[config.mk]
export PLATFORM = sky130hd
export DESIGN_NAME = key_input_avmm_flat
export DESIGN_NICKNAME = d
export VERILOG_FILES = /design/src/rtl/key_input_avmm_if.sv /design/src/rtl/key_input_avmm.sv /design/src/flat_wrapper.sv
export SDC_FILE = /design/constraint.sdc
export NUM_CORES = 1
export LEC_CHECK = 0
export CAP_MARGIN = 40
export CORE_UTILIZATION = 60
export DETAILED_ROUTE_END_ITERATION = 10
export PLACE_DENSITY = 0.78
export SLEW_MARGIN = 10
export SYNTH_ARGS = -nofsm -noshare
export SYNTH_HDL_FRONTEND = slang
export SYNTH_SLANG_ARGS = --single-unit
[constraint.sdc]
create_clock -name clk -period 3.4 [get_ports clk]
set_input_delay 0.68 -clock clk [delete_from_list [all_inputs] [get_ports clk]]
set_output_delay 0.68 -clock clk [all_outputs]
set_load 0.05 [all_outputs]
[src/rtl/key_input_avmm_if.sv]
// Avalon-MM slave bus bundle for the debounced key input block.
// The master side (interconnect) drives address, strobes and write data;
// the slave side returns read data, its valid pulse and waitrequest.
interface key_input_avmm_if;
    logic [1:0]  avs_address;
    logic        avs_read;
    logic        avs_write;
    logic [31:0] avs_writedata;
    logic [31:0] avs_readdata;
    logic        avs_readdatavalid;
    logic        avs_waitrequest;

    modport master (
        output avs_address,
        output avs_read,
        output avs_write,
        output avs_writedata,
        input  avs_readdata,
        input  avs_readdatavalid,
        input  avs_waitrequest
    );

    modport slave (
        input  avs_address,
        input  avs_read,
        input  avs_write,
        input  avs_writedata,
        output avs_readdata,
        output avs_readdatavalid,
        output avs_waitrequest
    );
endinterface

[src/rtl/key_input_avmm.sv]
// Debounced board-input responder on the Avalon-MM interconnect.
// Each raw pad bit is synchronised through two flops, debounced with a
// per-bit stability counter, and edge-detected. Selected edges are latched
// in EDGE_CAP (write-1-to-clear) and masked into a registered level IRQ.
// Register map (word address): 0 DATA (RO), 1 IRQ_MASK, 2 EDGE_CAP (W1C), 3 EDGE_SEL.
module key_input_avmm #(
    parameter int unsigned      WIDTH           = 8,
    parameter int unsigned      DEBOUNCE_CYCLES = 250000,
    parameter logic [WIDTH-1:0] RESET_LEVEL     = {WIDTH{1'b1}}
) (
    input  logic               clk,
    input  logic               reset_n,
    input  logic [WIDTH-1:0]   pad_in,
    key_input_avmm_if.slave    avs,
    output logic               irq
);

    localparam int unsigned      CNT_W    = $clog2(DEBOUNCE_CYCLES);
    localparam logic [CNT_W-1:0] CNT_LAST = CNT_W'(DEBOUNCE_CYCLES - 1);

    typedef enum logic [1:0] {
        REG_DATA     = 2'd0,
        REG_IRQ_MASK = 2'd1,
        REG_EDGE_CAP = 2'd2,
        REG_EDGE_SEL = 2'd3
    } reg_addr_e;

    reg_addr_e        reg_addr;
    logic [WIDTH-1:0] wr_bits;

    logic [WIDTH-1:0] sync1_q, sync1_d;
    logic [WIDTH-1:0] sync2_q, sync2_d;
    logic [WIDTH-1:0] deb_q, deb_d;
    logic [WIDTH-1:0][CNT_W-1:0] cnt_q, cnt_d;

    logic [WIDTH-1:0] rise, fall, hit, w1c;

    logic [WIDTH-1:0] irq_mask_q, irq_mask_d;
    logic [WIDTH-1:0] edge_cap_q, edge_cap_d;
    logic [WIDTH-1:0] edge_sel_q, edge_sel_d;

    logic [31:0] rdata_q, rdata_d;
    logic        rvalid_q, rvalid_d;
    logic        irq_q, irq_d;

    assign reg_addr = reg_addr_e'(avs.avs_address);
    assign wr_bits  = avs.avs_writedata[WIDTH-1:0];

    // Two-stage synchroniser; both stages reset to the idle level so reset release is edge-free.
    always_comb begin
        sync1_d = pad_in;
        sync2_d = sync1_q;
    end

    // Per-bit debounce: count consecutive cycles the synced level disagrees, accept it on the last one.
    always_comb begin
        deb_d = deb_q;
        cnt_d = '0;
        for (int i = 0; i < int'(WIDTH); i++) begin
            if (sync2_q[i] != deb_q[i]) begin
                if (cnt_q[i] == CNT_LAST) begin
                    deb_d[i] = sync2_q[i];
                    cnt_d[i] = '0;
                end else begin
                    cnt_d[i] = cnt_q[i] + CNT_W'(1);
                end
            end
        end
    end

    // Edge pulses fire in the cycle the debounced level is about to change; EDGE_SEL picks rise or fall.
    always_comb begin
        rise = deb_d & ~deb_q;
        fall = ~deb_d & deb_q;
        hit  = (edge_sel_q & rise) | (~edge_sel_q & fall);
    end

    // Register writes; in EDGE_CAP a fresh hit overrides a same-cycle W1C on that bit.
    always_comb begin
        irq_mask_d = irq_mask_q;
        edge_sel_d = edge_sel_q;
        w1c        = '0;
        if (avs.avs_write) begin
            case (reg_addr)
                REG_IRQ_MASK: irq_mask_d = wr_bits;
                REG_EDGE_CAP: w1c        = wr_bits;
                REG_EDGE_SEL: edge_sel_d = wr_bits;
                default:      ;
            endcase
        end
        edge_cap_d = (edge_cap_q & ~w1c) | hit;
    end

    // Read mux samples pre-write register values; readdata holds between reads.
    always_comb begin
        rdata_d  = rdata_q;
        rvalid_d = avs.avs_read;
        if (avs.avs_read) begin
            case (reg_addr)
                REG_DATA:     rdata_d = 32'(deb_q);
                REG_IRQ_MASK: rdata_d = 32'(irq_mask_q);
                REG_EDGE_CAP: rdata_d = 32'(edge_cap_q);
                REG_EDGE_SEL: rdata_d = 32'(edge_sel_q);
                default:      rdata_d = '0;
            endcase
        end
    end

    // Level interrupt from captured-and-enabled edges, registered one cycle behind the registers.
    always_comb begin
        irq_d = |(edge_cap_q & irq_mask_q);
    end

    // Input path state: synchroniser, debounced level and stability counters.
    always_ff @(posedge clk or negedge reset_n) begin
        if (!reset_n) begin
            sync1_q <= RESET_LEVEL;
            sync2_q <= RESET_LEVEL;
            deb_q   <= RESET_LEVEL;
            cnt_q   <= '0;
        end else begin
            sync1_q <= sync1_d;
            sync2_q <= sync2_d;
            deb_q   <= deb_d;
            cnt_q   <= cnt_d;
        end
    end

    // Software-visible registers and bus/irq outputs; reset drops any read in flight.
    always_ff @(posedge clk or negedge reset_n) begin
        if (!reset_n) begin
            irq_mask_q <= '0;
            edge_cap_q <= '0;
            edge_sel_q <= '0;
            rdata_q    <= '0;
            rvalid_q   <= 1'b0;
            irq_q      <= 1'b0;
        end else begin
            irq_mask_q <= irq_mask_d;
            edge_cap_q <= edge_cap_d;
            edge_sel_q <= edge_sel_d;
            rdata_q    <= rdata_d;
            rvalid_q   <= rvalid_d;
            irq_q      <= irq_d;
        end
    end

    assign avs.avs_readdata      = rdata_q;
    assign avs.avs_readdatavalid = rvalid_q;
    assign avs.avs_waitrequest   = 1'b0;
    assign irq                   = irq_q;

endmodule

[src/flat_wrapper.sv]
// flat-port wrapper written by rule: the top's interface ports become plain ports
module key_input_avmm_flat 
#(
    parameter int unsigned      WIDTH           = 8,
    parameter int unsigned      DEBOUNCE_CYCLES = 250000,
    parameter logic [WIDTH-1:0] RESET_LEVEL     = {WIDTH{1'b1}}
)
  (clk, reset_n, pad_in, irq, avs_avs_address, avs_avs_read, avs_avs_write, avs_avs_writedata, avs_avs_readdata, avs_avs_readdatavalid, avs_avs_waitrequest);
  key_input_avmm_if avs_i ();
  input  logic clk;
  input  logic reset_n;
  input  logic [WIDTH-1:0] pad_in;
  output logic irq;
  input wire logic [$bits(avs_i.avs_address)-1:0] avs_avs_address;
  input wire logic [$bits(avs_i.avs_read)-1:0] avs_avs_read;
  input wire logic [$bits(avs_i.avs_write)-1:0] avs_avs_write;
  input wire logic [$bits(avs_i.avs_writedata)-1:0] avs_avs_writedata;
  output wire logic [$bits(avs_i.avs_readdata)-1:0] avs_avs_readdata;
  output wire logic [$bits(avs_i.avs_readdatavalid)-1:0] avs_avs_readdatavalid;
  output wire logic [$bits(avs_i.avs_waitrequest)-1:0] avs_avs_waitrequest;
  assign avs_i.avs_address = avs_avs_address;
  assign avs_i.avs_read = avs_avs_read;
  assign avs_i.avs_write = avs_avs_write;
  assign avs_i.avs_writedata = avs_avs_writedata;
  assign avs_avs_readdata = avs_i.avs_readdata;
  assign avs_avs_readdatavalid = avs_i.avs_readdatavalid;
  assign avs_avs_waitrequest = avs_i.avs_waitrequest;
  key_input_avmm #(.WIDTH(WIDTH), .DEBOUNCE_CYCLES(DEBOUNCE_CYCLES), .RESET_LEVEL(RESET_LEVEL)) u_core (.clk(clk), .reset_n(reset_n), .pad_in(pad_in), .avs(avs_i), .irq(irq));
endmodule
==> results.json <==
{
  "status": "finished clean",
  "synth_ff_type": "dfrtp_1",
  "placed_area_um2": 10320,
  "grt_pass1_wl_mm": 31.25,
  "grt_max_degree": 100,
  "antenna_found_initial": 1,
  "portBuffers": 31,
  "fillers": 1119,
  "synthArstFlopShare_pct": 100.0,
  "crit_start": "u_core.avs.avs_readdata[6]",
  "power_frac_clock_pct": 46.6,
  "worst_pin_slew_ns": 0.7919,
  "viasPerCell": 5.643,
  "drive_gt1_share_pct": 13.10,
  "fin_util_pct": 69.96,
  "multi_input_area_um2": 4459,
  "yosys-mux-area-fraction_pct": 5.807,
  "fin_ws_ns": 1.015,
  "grt_pass1_vias": 6625,
  "drt_first_pass_iters": 5,
  "dp_slack_ns": 0.7363,
  "swShare_pct": 23.22,
  "finalCritPeriodShare_pct": 70.14,
  "skew_ns": 0.006575,
  "final.setup.tns_ns": 0,
  "track_usage_pct": 23.05,
  "drcViolationCount": 0,
  "cts.path.max_buffers": 3,
  "cts_setup_buffers": 0,
  "clk_pin_slew_ns": 0.06,
  "die_area_um2": 16890,
  "p_seq_share_pct": 45.5,
  "critPathMaxStageDelay_ns": 0.82,
  "cts_sinks": 202,
  "regToRegStartpoint": "u_core.cnt_q[72]",
  "cts_root_buffer": "clkbuf_16",
  "switching_power_uw": 1321,
  "pwr-share-comb_pct": 7.9,
  "rows": 46,
  "cts_buffers": 22,
  "max-slew-margin-rel_pct": 47.21,
  "clk_latency_ns": 0.50,
  "fmax_mhz": 419.3,
  "slew_violations": 0,
  "ioPinCount": 81,
  "leakagePower_uw": 0.004498,
  "cp-start-kind": "flop",
  "regArea_um2": 5085,
  "hold_viol": 0,
  "fin_crit_ns": 2.385,
  "power_density_nw_per_um2": 510.4,
  "vdd_ir_drop_max_uv": 342.4,
  "yosys.area_share.simple_pct": 22.90,
  "cts_tree": "built",
  "synth_compound_gate_area_share_pct": 3.833,
  "arrival_ns": 1.70,
  "path_buf_inv": 1,
  "critPathTopFamily": "buffers and inverters",
  "cts_resized": 0,
  "synth_top_family_by_area": "simple AND/OR/NAND/NOR gates",
  "synthXorXnorAreaFrac_pct": 10.87,
  "worstPathRequired_ns": 2.72,
  "chipHeight_um": 130.0,
  "crit_path_end_kind": "output port",
  "ys_warn_count": 0,
  "hold_buffers": 0,
  "final_area_um2": 11150,
  "maxCapViolCount": 0,
  "seq_area_frac_synth_pct": 51.75,
  "synth-edff-count": 0,
  "detail-route-antenna-nets": 0,
  "core_um2": 15940,
  "synth_cell_types": 49,
  "hp-class": "in2async",
  "ys_ff_latch": 202,
  "via_count": 6817,
  "critical_path.max_fanout": 2,
  "worstSetupPathType": "reg2out",
  "rsz0062_at_grt": "no",
  "whs_ns": 0.2228,
  "path_cells": "clkdlybuf4s50_1",
  "synthAdderAreaFrac_pct": 1.019,
  "drt_iter0_markers": 293,
  "cp_slowest_cell": "clkdlybuf4s50_1",
  "diodes": 0,
  "synthesis.area_um2": 9826,
  "synthCells": 934,
  "grt_overflow": 0,
  "routedWlPerCell_um": 15.05,
  "area_growth_pct": 13.51,
  "syn_avg_cell_area_um2": 10.52,
  "p_int_uw": 4371,
  "routed_wl_mm": 18.18,
  "dpl.hpwl_mm": 12.20,
  "gp_congestion": 0.8259,
  "h-tree-depth": 1,
  "initial_core_util_pct": 61.63,
  "finalNetCount": 1030,
  "die_w_um": 130.0,
  "setup_viol": 0
}
routing by layer:
layer / vias up / GRT usage (%) / part of all wire [%]
met3: 35 / 3.977 / 3.9
met5: - / 0 / 0
met4: 0 / 6.498 / 2.3
met1: 3323 / 31.27 / 45
met2: 117 / 38.41 / 49
li1: 3342 / - / -
worst paths after layout:
kind                                  endpoint  slack [ns]  cells after the start
max                        avs_avs_readdata[6]        1.02                      1
min                          u_core.cnt_q[134]        0.22                      1
max reg2reg                   u_core.cnt_q[83]        1.28                      5
min reg2reg                  u_core.sync2_q[3]        0.36                      0
max in group asynchronous    u_core.sync1_q[2]        2.24                      2
min in group clk             u_core.sync2_q[3]        0.36                      0
cell usage after synthesis, types with 2 or more instances:
cell type / count / area share (%)
dfrtp_1: 178 / 45
nor2_1: 158 / 6.0
xnor2_1: 88 / 7.8
nand3_1: 53 / 2.7
nand2_1: 50 / 1.9
nand4_1: 44 / 2.8
nor4_1: 42 / 2.7
xor2_1: 34 / 3.0
mux2_2: 32 / 3.7
buf_4: 25 / 1.9
dfstp_2: 24 / 6.4
inv_1: 24 / 0.92
nor3_1: 23 / 1.2
and3_1: 13 / 0.83
a21oi_1: 12 / 0.61
clkbuf_1: 12 / 0.46
nor4b_1: 12 / 1.1
buf_2: 8 / 0.41
ha_1: 8 / 1.0
mux4_2: 8 / 1.8
o21ai_0: 8 / 0.41
nor2b_1: 7 / 0.45
o31ai_1: 7 / 0.53
and4_1: 6 / 0.53
or3_1: 5 / 0.32
or4_1: 5 / 0.38
a22o_1: 4 / 0.36
a22oi_1: 4 / 0.31
nand3b_1: 4 / 0.31
mux2i_1: 3 / 0.31
nand2b_1: 3 / 0.19
nor4bb_1: 3 / 0.31
o41ai_4: 3 / 0.84
a31o_2: 2 / 0.18
nand4_2: 2 / 0.25
nor3b_1: 2 / 0.15
o21ai_1: 2 / 0.10
o22ai_2: 2 / 0.25
o41ai_1: 2 / 0.18
or2_2: 2 / 0.13
or4b_2: 2 / 0.20
logic make-up after synthesis:
| logic type | count (synthesis) |
|---|---|
| AND/OR/NAND/NOR | 440 |
| flip-flops | 202 |
| XOR/XNOR | 122 |
| buffers and inverters | 71 |
| AO/OA/AOI/OAI | 47 |
| multiplexers | 43 |
| adder cells (fa/ha/maj) | 8 |
| other | 1 |
flip-flops by register name, summed over array words and instances (netlist names):
signal and flops:
u_core.cnt_q 144, u_core.avs.avs_readdata 8, u_core.deb_q 8, u_core.edge_cap_q 8
u_core.edge_sel_q 8, u_core.irq_mask_q 8, u_core.sync1_q 8, u_core.sync2_q 8
u_core.avs.avs_readdatavalid 1, u_core.irq 1
stage by stage:
step                      power (uW)  instances
after floorplan                 2919        958
after global placement          3061       1165
after detailed placement        3079       1168
after CTS                       5750       1208
after global routing            5891       1208
final                           5692       1208
final cells by class:
cell class,count,share of cell area (%)
Clock buffer,27,5.654
Sequential cell,202,45.59
Clock inverter,13,1.840
Inverter,24,0.8077
Tap cell,216,2.423
Timing Repair Buffer,41,3.702
Multi-Input combinational cell,685,39.98
layout by cell type, fill, tap and decap left out, drive strengths merged, types with 4 or more instances in the layout:
cell / instances
a21oi: 12
a22o: 4
a22oi: 4
and3: 13
and4: 6
buf: 10
bufinv: 5
clkbuf: 28
clkdlybuf4s50: 30
clkinv: 5
conb: 25
dfrtp: 178
dfstp: 24
ha: 8
inv: 24
mux2: 32
mux4: 8
nand2: 50
nand3: 53
nand3b: 4
nand4: 47
nor2: 158
nor2b: 7
nor3: 23
nor4: 42
nor4b: 12
o21ai: 10
o31ai: 7
o41ai: 5
or3: 5
or4: 6
xnor2: 88
xor2: 34
power by group through the flow:
stage | clock network, uW | logic (uW) | registers (uW)
5_1_grt | 2800 | 487 | 2600
3_5_place_dp | 0 | 450 | 2630
2_1_floorplan | 0 | 244 | 2670
4_1_cts | 2710 | 454 | 2590
3_3_place_gp | 0 | 435 | 2630
6_report | 2650 | 447 | 2590
Power figures use the tool's default switching activity.
